==> src/rtl/cht_shift_sequencer_pkg.sv <==
// Shared types for the shift/hold datapath sequencer: command opcodes, FSM
// states and the queued command record.
package cht_seq_pkg;

  localparam int CNT_W_DEF = 5;

  typedef enum logic [1:0] {
    OP_NOP   = 2'b00,
    OP_CLEAR = 2'b01,
    OP_SHL   = 2'b10,
    OP_SHR   = 2'b11
  } op_e;

  typedef enum logic [1:0] {
    S_IDLE  = 2'b00,
    S_CLR   = 2'b01,
    S_SHIFT = 2'b10,
    S_DONE  = 2'b11
  } state_e;

  // The amount field width follows the sequencer's default CNT_W.
  typedef struct packed {
    op_e                  op;
    logic [CNT_W_DEF-1:0] amt;
  } cmd_t;

endpackage

==> src/rtl/cht_shift_sequencer_if.sv <==
// Command channel into the sequencer. valid/ready: a command transfers on a
// rising clk edge where cmd_valid && cmd_ready; the source holds op/amt stable
// while cmd_valid is high and not yet accepted.
interface cht_shift_sequencer_if
  import cht_seq_pkg::*;
#(
  parameter int CNT_W = CNT_W_DEF
) ();

  logic             cmd_valid;
  logic             cmd_ready;
  op_e              cmd_op;
  logic [CNT_W-1:0] cmd_amt;

  modport master (output cmd_valid, output cmd_op, output cmd_amt, input cmd_ready);
  modport slave  (input cmd_valid, input cmd_op, input cmd_amt, output cmd_ready);

endinterface

==> src/rtl/cht_cmd_fifo.sv <==
// Small synchronous command FIFO with a flush input; pointers and occupancy are
// reset asynchronously, storage is not reset.
module cht_cmd_fifo
  import cht_seq_pkg::*;
#(
  parameter int  DEPTH = 2,
  parameter type T     = cmd_t
) (
  input  logic clk,
  input  logic rst,
  input  logic flush,
  input  logic push,
  input  logic pop,
  input  T     wdata,
  output T     rdata,
  output logic full,
  output logic empty
);

  localparam int AW = $clog2(DEPTH);

  T               mem [DEPTH];
  logic [AW-1:0]  wptr;
  logic [AW-1:0]  rptr;
  logic [AW:0]    count;
  logic           do_push;
  logic           do_pop;

  // Flush wins over both push and pop in the same cycle.
  assign do_push = push & ~full & ~flush;
  assign do_pop  = pop & ~empty & ~flush;

  always_ff @(posedge clk or posedge rst) begin
    if (rst) begin
      wptr  <= '0;
      rptr  <= '0;
      count <= '0;
    end else if (flush) begin
      wptr  <= '0;
      rptr  <= '0;
      count <= '0;
    end else begin
      if (do_push) wptr <= wptr + 1'b1;
      if (do_pop)  rptr <= rptr + 1'b1;
      count <= count + (AW+1)'(do_push) - (AW+1)'(do_pop);
    end
  end

  always_ff @(posedge clk) begin
    if (do_push) mem[wptr] <= wdata;
  end

  assign rdata = mem[rptr];
  assign full  = (count == (AW+1)'(DEPTH));
  assign empty = (count == '0);

endmodule

==> src/rtl/cht_shift_sequencer.sv <==
// Expands queued shift/clear commands into one-hot per-cycle datapath strobes
// and reports completion with a one-cycle done pulse.
module cht_shift_sequencer
  import cht_seq_pkg::*;
#(
  parameter int CNT_W      = CNT_W_DEF,
  parameter int FIFO_DEPTH = 2
) (
  input  logic                  clk,
  input  logic                  rst,
  cht_shift_sequencer_if.slave  cmd,
  input  logic                  abort,
  output logic                  dp_clr,
  output logic                  dp_shl,
  output logic                  dp_shr,
  output logic                  busy,
  output logic                  done,
  output logic                  done_aborted,
  output logic [CNT_W-1:0]      strobe_cnt,
  output state_e                dbg_state
);

  state_e           state, state_d;
  op_e              dir_q, dir_d;
  logic [CNT_W-1:0] rem, rem_d, cnt_d;
  logic             ab_q, ab_d;
  logic             pop, full, empty;
  cmd_t             head, wcmd;

  assign wcmd.op  = cmd.cmd_op;
  assign wcmd.amt = cmd.cmd_amt;

  // Ready is forced low during reset; a push coinciding with abort is dropped.
  assign cmd.cmd_ready = ~rst & ~full;

  cht_cmd_fifo #(
    .DEPTH (FIFO_DEPTH),
    .T     (cmd_t)
  ) u_fifo (
    .clk   (clk),
    .rst   (rst),
    .flush (abort),
    .push  (cmd.cmd_valid & ~full & ~abort),
    .pop   (pop),
    .wdata (wcmd),
    .rdata (head),
    .full  (full),
    .empty (empty)
  );

  always_ff @(posedge clk or posedge rst) begin
    if (rst) begin
      state      <= S_IDLE;
      dir_q      <= OP_NOP;
      rem        <= '0;
      strobe_cnt <= '0;
      ab_q       <= 1'b0;
    end else begin
      state      <= state_d;
      dir_q      <= dir_d;
      rem        <= rem_d;
      strobe_cnt <= cnt_d;
      ab_q       <= ab_d;
    end
  end

  always_comb begin
    state_d = state;
    dir_d   = dir_q;
    rem_d   = rem;
    cnt_d   = strobe_cnt;
    ab_d    = 1'b0;
    pop     = 1'b0;
    case (state)
      S_IDLE: begin
        // The queue is being flushed by abort, so nothing is started from it.
        if (!empty && !abort) begin
          pop = 1'b1;
          case (head.op)
            OP_CLEAR: state_d = S_CLR;
            OP_SHL, OP_SHR: begin
              cnt_d = '0;
              dir_d = head.op;
              if (head.amt != '0) begin
                rem_d   = head.amt;
                state_d = S_SHIFT;
              end else begin
                state_d = S_DONE;
              end
            end
            default: state_d = S_DONE;
          endcase
        end
      end
      S_CLR: begin
        state_d = S_DONE;
        ab_d    = abort;
      end
      S_SHIFT: begin
        if (abort) begin
          state_d = S_DONE;
          ab_d    = 1'b1;
        end else begin
          rem_d = rem - CNT_W'(1);
          cnt_d = strobe_cnt + CNT_W'(1);
          if (rem == CNT_W'(1)) state_d = S_DONE;
        end
      end
      S_DONE: state_d = S_IDLE;
      default: state_d = S_IDLE;
    endcase
  end

  assign dp_clr       = (state == S_CLR) & ~abort;
  assign dp_shl       = (state == S_SHIFT) & (dir_q == OP_SHL) & ~abort;
  assign dp_shr       = (state == S_SHIFT) & (dir_q == OP_SHR) & ~abort;
  assign done         = (state == S_DONE);
  assign done_aborted = done & ab_q;
  assign busy         = (state != S_IDLE) | ~empty;
  assign dbg_state    = state;

endmodule

==> src/flat_wrapper.sv <==
// flat-port wrapper written by rule: the top's interface ports become plain ports
module cht_shift_sequencer_flat import cht_seq_pkg::*;
#(
  parameter int CNT_W      = CNT_W_DEF,
  parameter int FIFO_DEPTH = 2
)
  (clk, rst, abort, dp_clr, dp_shl, dp_shr, busy, done, done_aborted, strobe_cnt, dbg_state, cmd_cmd_valid, cmd_cmd_op, cmd_cmd_amt, cmd_cmd_ready);
  cht_shift_sequencer_if #(.CNT_W(CNT_W)) cmd_i ();
  input  logic clk;
  input  logic rst;
  input  logic abort;
  output logic dp_clr;
  output logic dp_shl;
  output logic dp_shr;
  output logic busy;
  output logic done;
  output logic done_aborted;
  output logic [CNT_W-1:0] strobe_cnt;
  output state_e dbg_state;
  input wire logic [$bits(cmd_i.cmd_valid)-1:0] cmd_cmd_valid;
  input wire logic [$bits(cmd_i.cmd_op)-1:0] cmd_cmd_op;
  input wire logic [$bits(cmd_i.cmd_amt)-1:0] cmd_cmd_amt;
  output wire logic [$bits(cmd_i.cmd_ready)-1:0] cmd_cmd_ready;
  assign cmd_i.cmd_valid = cmd_cmd_valid;
  assign cmd_i.cmd_op = cmd_cmd_op;
  assign cmd_i.cmd_amt = cmd_cmd_amt;
  assign cmd_cmd_ready = cmd_i.cmd_ready;
  cht_shift_sequencer #(.CNT_W(CNT_W), .FIFO_DEPTH(FIFO_DEPTH)) u_core (.clk(clk), .rst(rst), .cmd(cmd_i), .abort(abort), .dp_clr(dp_clr), .dp_shl(dp_shl), .dp_shr(dp_shr), .busy(busy), .done(done), .done_aborted(done_aborted), .strobe_cnt(strobe_cnt), .dbg_state(dbg_state));
endmodule
==> config.mk <==
export PLATFORM = sky130hd
export DESIGN_NAME = cht_shift_sequencer_flat
export DESIGN_NICKNAME = d
export VERILOG_FILES = /design/src/rtl/cht_shift_sequencer_pkg.sv /design/src/rtl/cht_shift_sequencer_if.sv /design/src/rtl/cht_cmd_fifo.sv /design/src/rtl/cht_shift_sequencer.sv /design/src/flat_wrapper.sv
export SDC_FILE = /design/constraint.sdc
export NUM_CORES = 1
export LEC_CHECK = 0
export ABC_AREA = 1
export BUFFER_PORTS_ARGS = -buffer_cell sky130_fd_sc_hd__buf_2
export CORE_MARGIN = 2
export CORE_UTILIZATION = 50
export DETAILED_ROUTE_END_ITERATION = 8
export HOLD_SLACK_MARGIN = 0.06
export PLACE_DENSITY = 0.8
export SLEW_MARGIN = 40
export SYNTH_ARGS = -nofsm -noshare
export SYNTH_HDL_FRONTEND = slang
export SYNTH_SLANG_ARGS = --single-unit
==> constraint.sdc <==
create_clock -name clk -period 3.7 [get_ports clk]
set_input_delay 0.74 -clock clk [delete_from_list [all_inputs] [get_ports clk]]
set_output_delay 0.74 -clock clk [all_outputs]
set_load 0.01 [all_outputs]
# After elaboration in Yosys (flattened, before gate mapping)
# Memories as Yosys holds them, arrays and structs flattened.
# Cells that the tools add are included.
# word_totals
register_bits	19
ram_bits	14
inputBits	11
output_inout_bits	14
word_cells	89
memories	1
# memory_table
name	depth	word_bits	read_ports	rd_clocked_by_memory_dff	wr	line	text
u_core.u_fifo.mem	2	7	1	0	1	cht_cmd_fifo.sv:22	T mem [DEPTH];
# op_classes
addsub	6
eq_ne	15
muxes	26
bitwise_logic	18
n_reduce_logical	15
# op_table
operator	count
$mux 5	7
$pmux 5 s2	2
$eq 2x2->1 const B	7
$and 1x1->1	13
$mux 1	10
$mux 2	4
$pmux 2 s4	1
$reduce_bool 2->1	4
$add 5x1->5 const B	1
$eq 5x1->1 const B	1
$reduce_and 5->1	1
$reduce_bool 5->1	1
$sub 5x1->5 const B	1
$eq 2x1->1 const B	2
$logic_not 2->1	2
$ne 2x1->1 const B	2
$ne 2x2->1 const B	2
$not 1->1	4
$pmux 2 s2	1
$reduce_and 4->1	1
$ne 3x2->1 const B	1
$reduce_and 3->1	1
$add 1x1->1 const B	2
$add 2x1->2	1
7 further kinds	8

# Depth between registers and ports, before layout
# depth
ltp_word	9
mapped_depth	11
mapped_depth_nobuf	10

# Hierarchy
# From an unflattened synthesis, not the netlist that was laid out.
# unflattened
hier_cells	221
area_unflattened_um2	1848.0
# by_module_without_submodules
mod	instances	cells_each	area_each_um2	seq_area_each_um2
cht_shift_sequencer	1	147	1074.8	375.4
cht_cmd_fifo	1	74	773.2	520.5

# Worst setup path before layout
# OpenSTA, ideal clock, no wires.
# synth_path
kind	register to output
startpoint	register u_core.state[0] (netlist: u_core.dbg_state[0])
endpoint	output dp_shr
arrival_time_ps	1406
t_required_ps	2960
slack_ps	1554
stages_incl_launch_ff	7
path_buffers	2
path_cell_list	dfrtp_1 inv_1 ha_1 buf_6 inv_1 buf_2 nor4_1
# synth_between
elab_chain_len	3
# synth_lines
item	line	text
start: declaration	cht_shift_sequencer.sv:23	state_e state, state_d;
start signal: assignment	cht_shift_sequencer.sv:59	state <= state_d;
$eq 2x2->1	cht_shift_sequencer.sv:116	assign dp_shr = (state == S_SHIFT) & (dir_q == OP_SHR) & ~abort;
$and 1x1->1 (2 in a row)	cht_shift_sequencer.sv:116	
end: declaration	flat_wrapper.sv:14	output logic dp_shr;
# No other way between the ends.

# Final worst setup path
# Ends and elaborated chain as after synthesis.

==> results.md <==
- Final #Nets: 251
- Area of the die: 0.00401 mm^2
- Largest net degree at the start of global routing: 20
- Period Utilization, post-route: 72.0%
- Synthesized Nets: 225
- Via-per-instance ratio: 4.78
- Register bit total from synthesis: 33
- Last weighted congestion value of the routability-driven placer: 0.806
- Design Area, Final: 0.00197 mm^2
- Critical Path Start: u_core.dbg_state[0]
- Worst Setup Start Kind: flip-flop
- CP Data Arrival Time: 1.92 ns
- Total DRC errors in the routed layout: 0
- Category of the worst setup path capture point: output pin
- Max capacitance violation total: 0
- Master cell of the clock root buffer: clkbuf_4
- Number of levels the H-tree was split into: 2
- Post-CTS Setup Inserts: 0
- Die span in y: 63.3 um
- Number of DRC violations after detailed-routing iteration 0: 48
- Number of gates resized after cts: 0
- Pwr per Cell Area: 719 mW/mm^2
- Buffers from clock root to sink, at most: 2
- Slowest stage cell, crit path: dfrtp_1
- Number of non-filler instances in the completed layout: 278
- Slew at the pin closest to its max-slew limit: 0.710 ns
- Endpoint of the worst register-to-register path: u_core.strobe_cnt[1]
- Number of diodes added for antenna fixing: 0
- Unrepaired setup endpoints after global routing: false
- Post-placement cell area: 0.00189 mm^2
- Global-route wire length before repair: 5.13 mm
- Number of buffers added on ports: 24
- Worst-Skew Late Latency: 0.34 ns
- Slew margin rel.: 52.4%
- Clock skew after layout: 0.00975 ns
- Distinct cell type count after synthesis: 22
- Setup TNS Final: 0 ns
- Overall Global Routing Usage: 16.8%
- FF-to-FF setup slack: 1.86 ns
- Crit-path cells: inv_1, ha_1, inv_1, nor4_1, buf_2
- CTS tree: done
- Total detailed-routing wirelength: 2.87 mm
- First-pass iteration count of the detailed router: 4
- Final cell utilization of the core: 58.6%
- Hold/Removal Path Class: primary input to asynchronous set/reset pin
- Fill cell count: 336
- HPWL after detailed placement: 2.15 mm
- TritonCTS Sinks: 33
- Crit path to: dp_shr
- Area overhead of the layout relative to synthesis: 12.0%
- Wire length per cell: 10.3 um
- Status: complete, no violations
- Horizontal die dimension: 63.3 um
- Register area share after synthesis: 50.9%
- Depth of the critical timing path with buffers and inverters included: 5
- Worst Path Class, Setup: flip-flop to output pin
- Fraction of post-synthesis cell area in the top cell type by area: 27.0%
- Final slew viol count: 0
- Leakage component of the power: 0.00102 uW
- Sequential cell area: 896 um^2
- Slowest Stage Delay on Critical Path: 0.44 ns
- Fraction of final layout cells with drive strength greater than 1: 17.7%
- Final hold violation count: 0
- Num CTS Buffers: 5
- Number of standard-cell rows in the floorplan: 21
- Worst VDD drop: 433 uV
- Achievable frequency: 0.376 GHz
- Depth of the worst register-to-register path: 9
- Combined area of the multi-input logic cells: 703 um^2
- Post-synth top area cell: dfrtp_1
- Cells after Synth: 205
- Total core area: 0.00336 mm^2
- Number of nets with antenna violations after detailed routing: 0
- Crit path max-delay family: buffers and inverters
- Crit path required time: 2.96 ns
- Startpoint of the worst-slack reg-to-reg timing path: u_core.dbg_state[0]
- Mean cell area of the mapped netlist: 8.58 um^2
- Final setup violation count: 0
- Largest cells by area after synthesis: dfrtp_1, edfxtp_1, nand2_1
- Post-CTS clock slew at the launch and capture registers of the worst setup and hold paths: 0.11 ns
- Number of antenna violations at the first check in global routing: 0
- Cell repeated most along the worst path: inv_1
- Via count of the first global-routing pass: 1196
- Starting utilization of the core area: 52.3%
- Final global-route overflow total: 0
- Hold bufs inserted after CTS: 0
- Top-level port count: 25
- Cell Count Post-Placement: 270
- Warnings from Yosys: 0
- CP max FO: 11
- Synthesized area: 0.00176 mm^2
- Minimum period implied by the final worst setup slack: 2.66 ns
- Number of buffer and inverter stages on the critical path: 3
- Total number of vias: 1328
[cell type report]
type | instances | share of cell area [%]
clock inverters | 3 | 2.35
multi-input cells | 139 | 35.7
flip-flops and latches | 33 | 45.5
inverters | 28 | 5.59
repair buffers | 24 | 6.10
well taps | 46 | 2.92
clock buffers | 5 | 1.90
[cell usage after synthesis, drive strengths merged]
library cell   n
ha             9
inv           28
nand3         21
buf            5
edfxtp        14
dfrtp         19
xnor2          3
and2           1
or2            1
nand2         70
xor2           2
o21ai         10
nor2          19
nor4           2
a21oi          1
[metal layers]
metal	GRT usage (%)	vias up	wire length (um)
met4	6.52	0	31
li1	-	695	-
met5	0	-	0
met1	20.6	606	1290
met2	27.3	23	1410
met3	5.89	4	135
[registers in the layout, indices dropped and copies added (netlist names)]
register             flops
u_core.u_fifo.mem       14
u_core.rem               5
u_core.strobe_cnt        5
u_core.dbg_state         2
u_core.dir_q             2
u_core.u_fifo.count      2
u_core.ab_q              1
u_core.u_fifo.rptr       1
u_core.u_fifo.wptr       1
[metrics by stage]
stage,setup slack (ns),hold slack (ns),power (uW)
CTS,0.995,0.491,1440
global route,0.848,0.439,1560
finish,1.04,0.411,1420
global placement,1.48,0.457,1140
detailed placement,1.40,0.467,1160
floorplan,1.55,0.439,1050
[placed cells by master, fill, tap and decap left out, drive strengths merged, types with 3 or more instances in the layout]
cell | netlist | routed
nor2 | 19 | 19
xnor2 | 3 | 3
buf | 5 | 24
inv | 28 | 27
ha | 9 | 9
o21ai | 10 | 10
nand3 | 21 | 21
nand2 | 70 | 70
edfxtp | 14 | 14
dfrtp | 19 | 19
clkbuf | 0 | 5
[power breakdown]
group,internal [uW],leakage (uW),total (uW),switching (uW)
Combinational,221,0.000603,612,391
Sequential,463,0.000371,536,72.1
Clock,143,0.0000414,269,127
[logic make-up after synthesis]
| kind of cell | share of synthesized area (%) |
|---|---|
| AOI/OAI and AO/OA | 3.13 |
| and+or+nand+nor | 28.0 |
| xor gates and xnor gates | 2.49 |
| DFF | 50.9 |
| buffers and inverters | 9.10 |
| adders and majority gates | 6.40 |
[worst min path at each step]
stage / end / cells after the start / slack, ns / from
5_1_grt: u_core.dir_q[0] / 2 / 0.44 / rst
2_1_floorplan: u_core.dir_q[1] / 2 / 0.44 / u_core.dir_q[1]
3_5_place_dp: u_core.dir_q[1] / 2 / 0.47 / u_core.dir_q[1]
6_report: u_core.dir_q[0] / 2 / 0.41 / rst
4_1_cts: u_core.dir_q[1] / 2 / 0.49 / u_core.dir_q[1]
3_3_place_gp: u_core.dir_q[1] / 2 / 0.46 / u_core.dir_q[1]
Power figures use the tool's default switching activity.
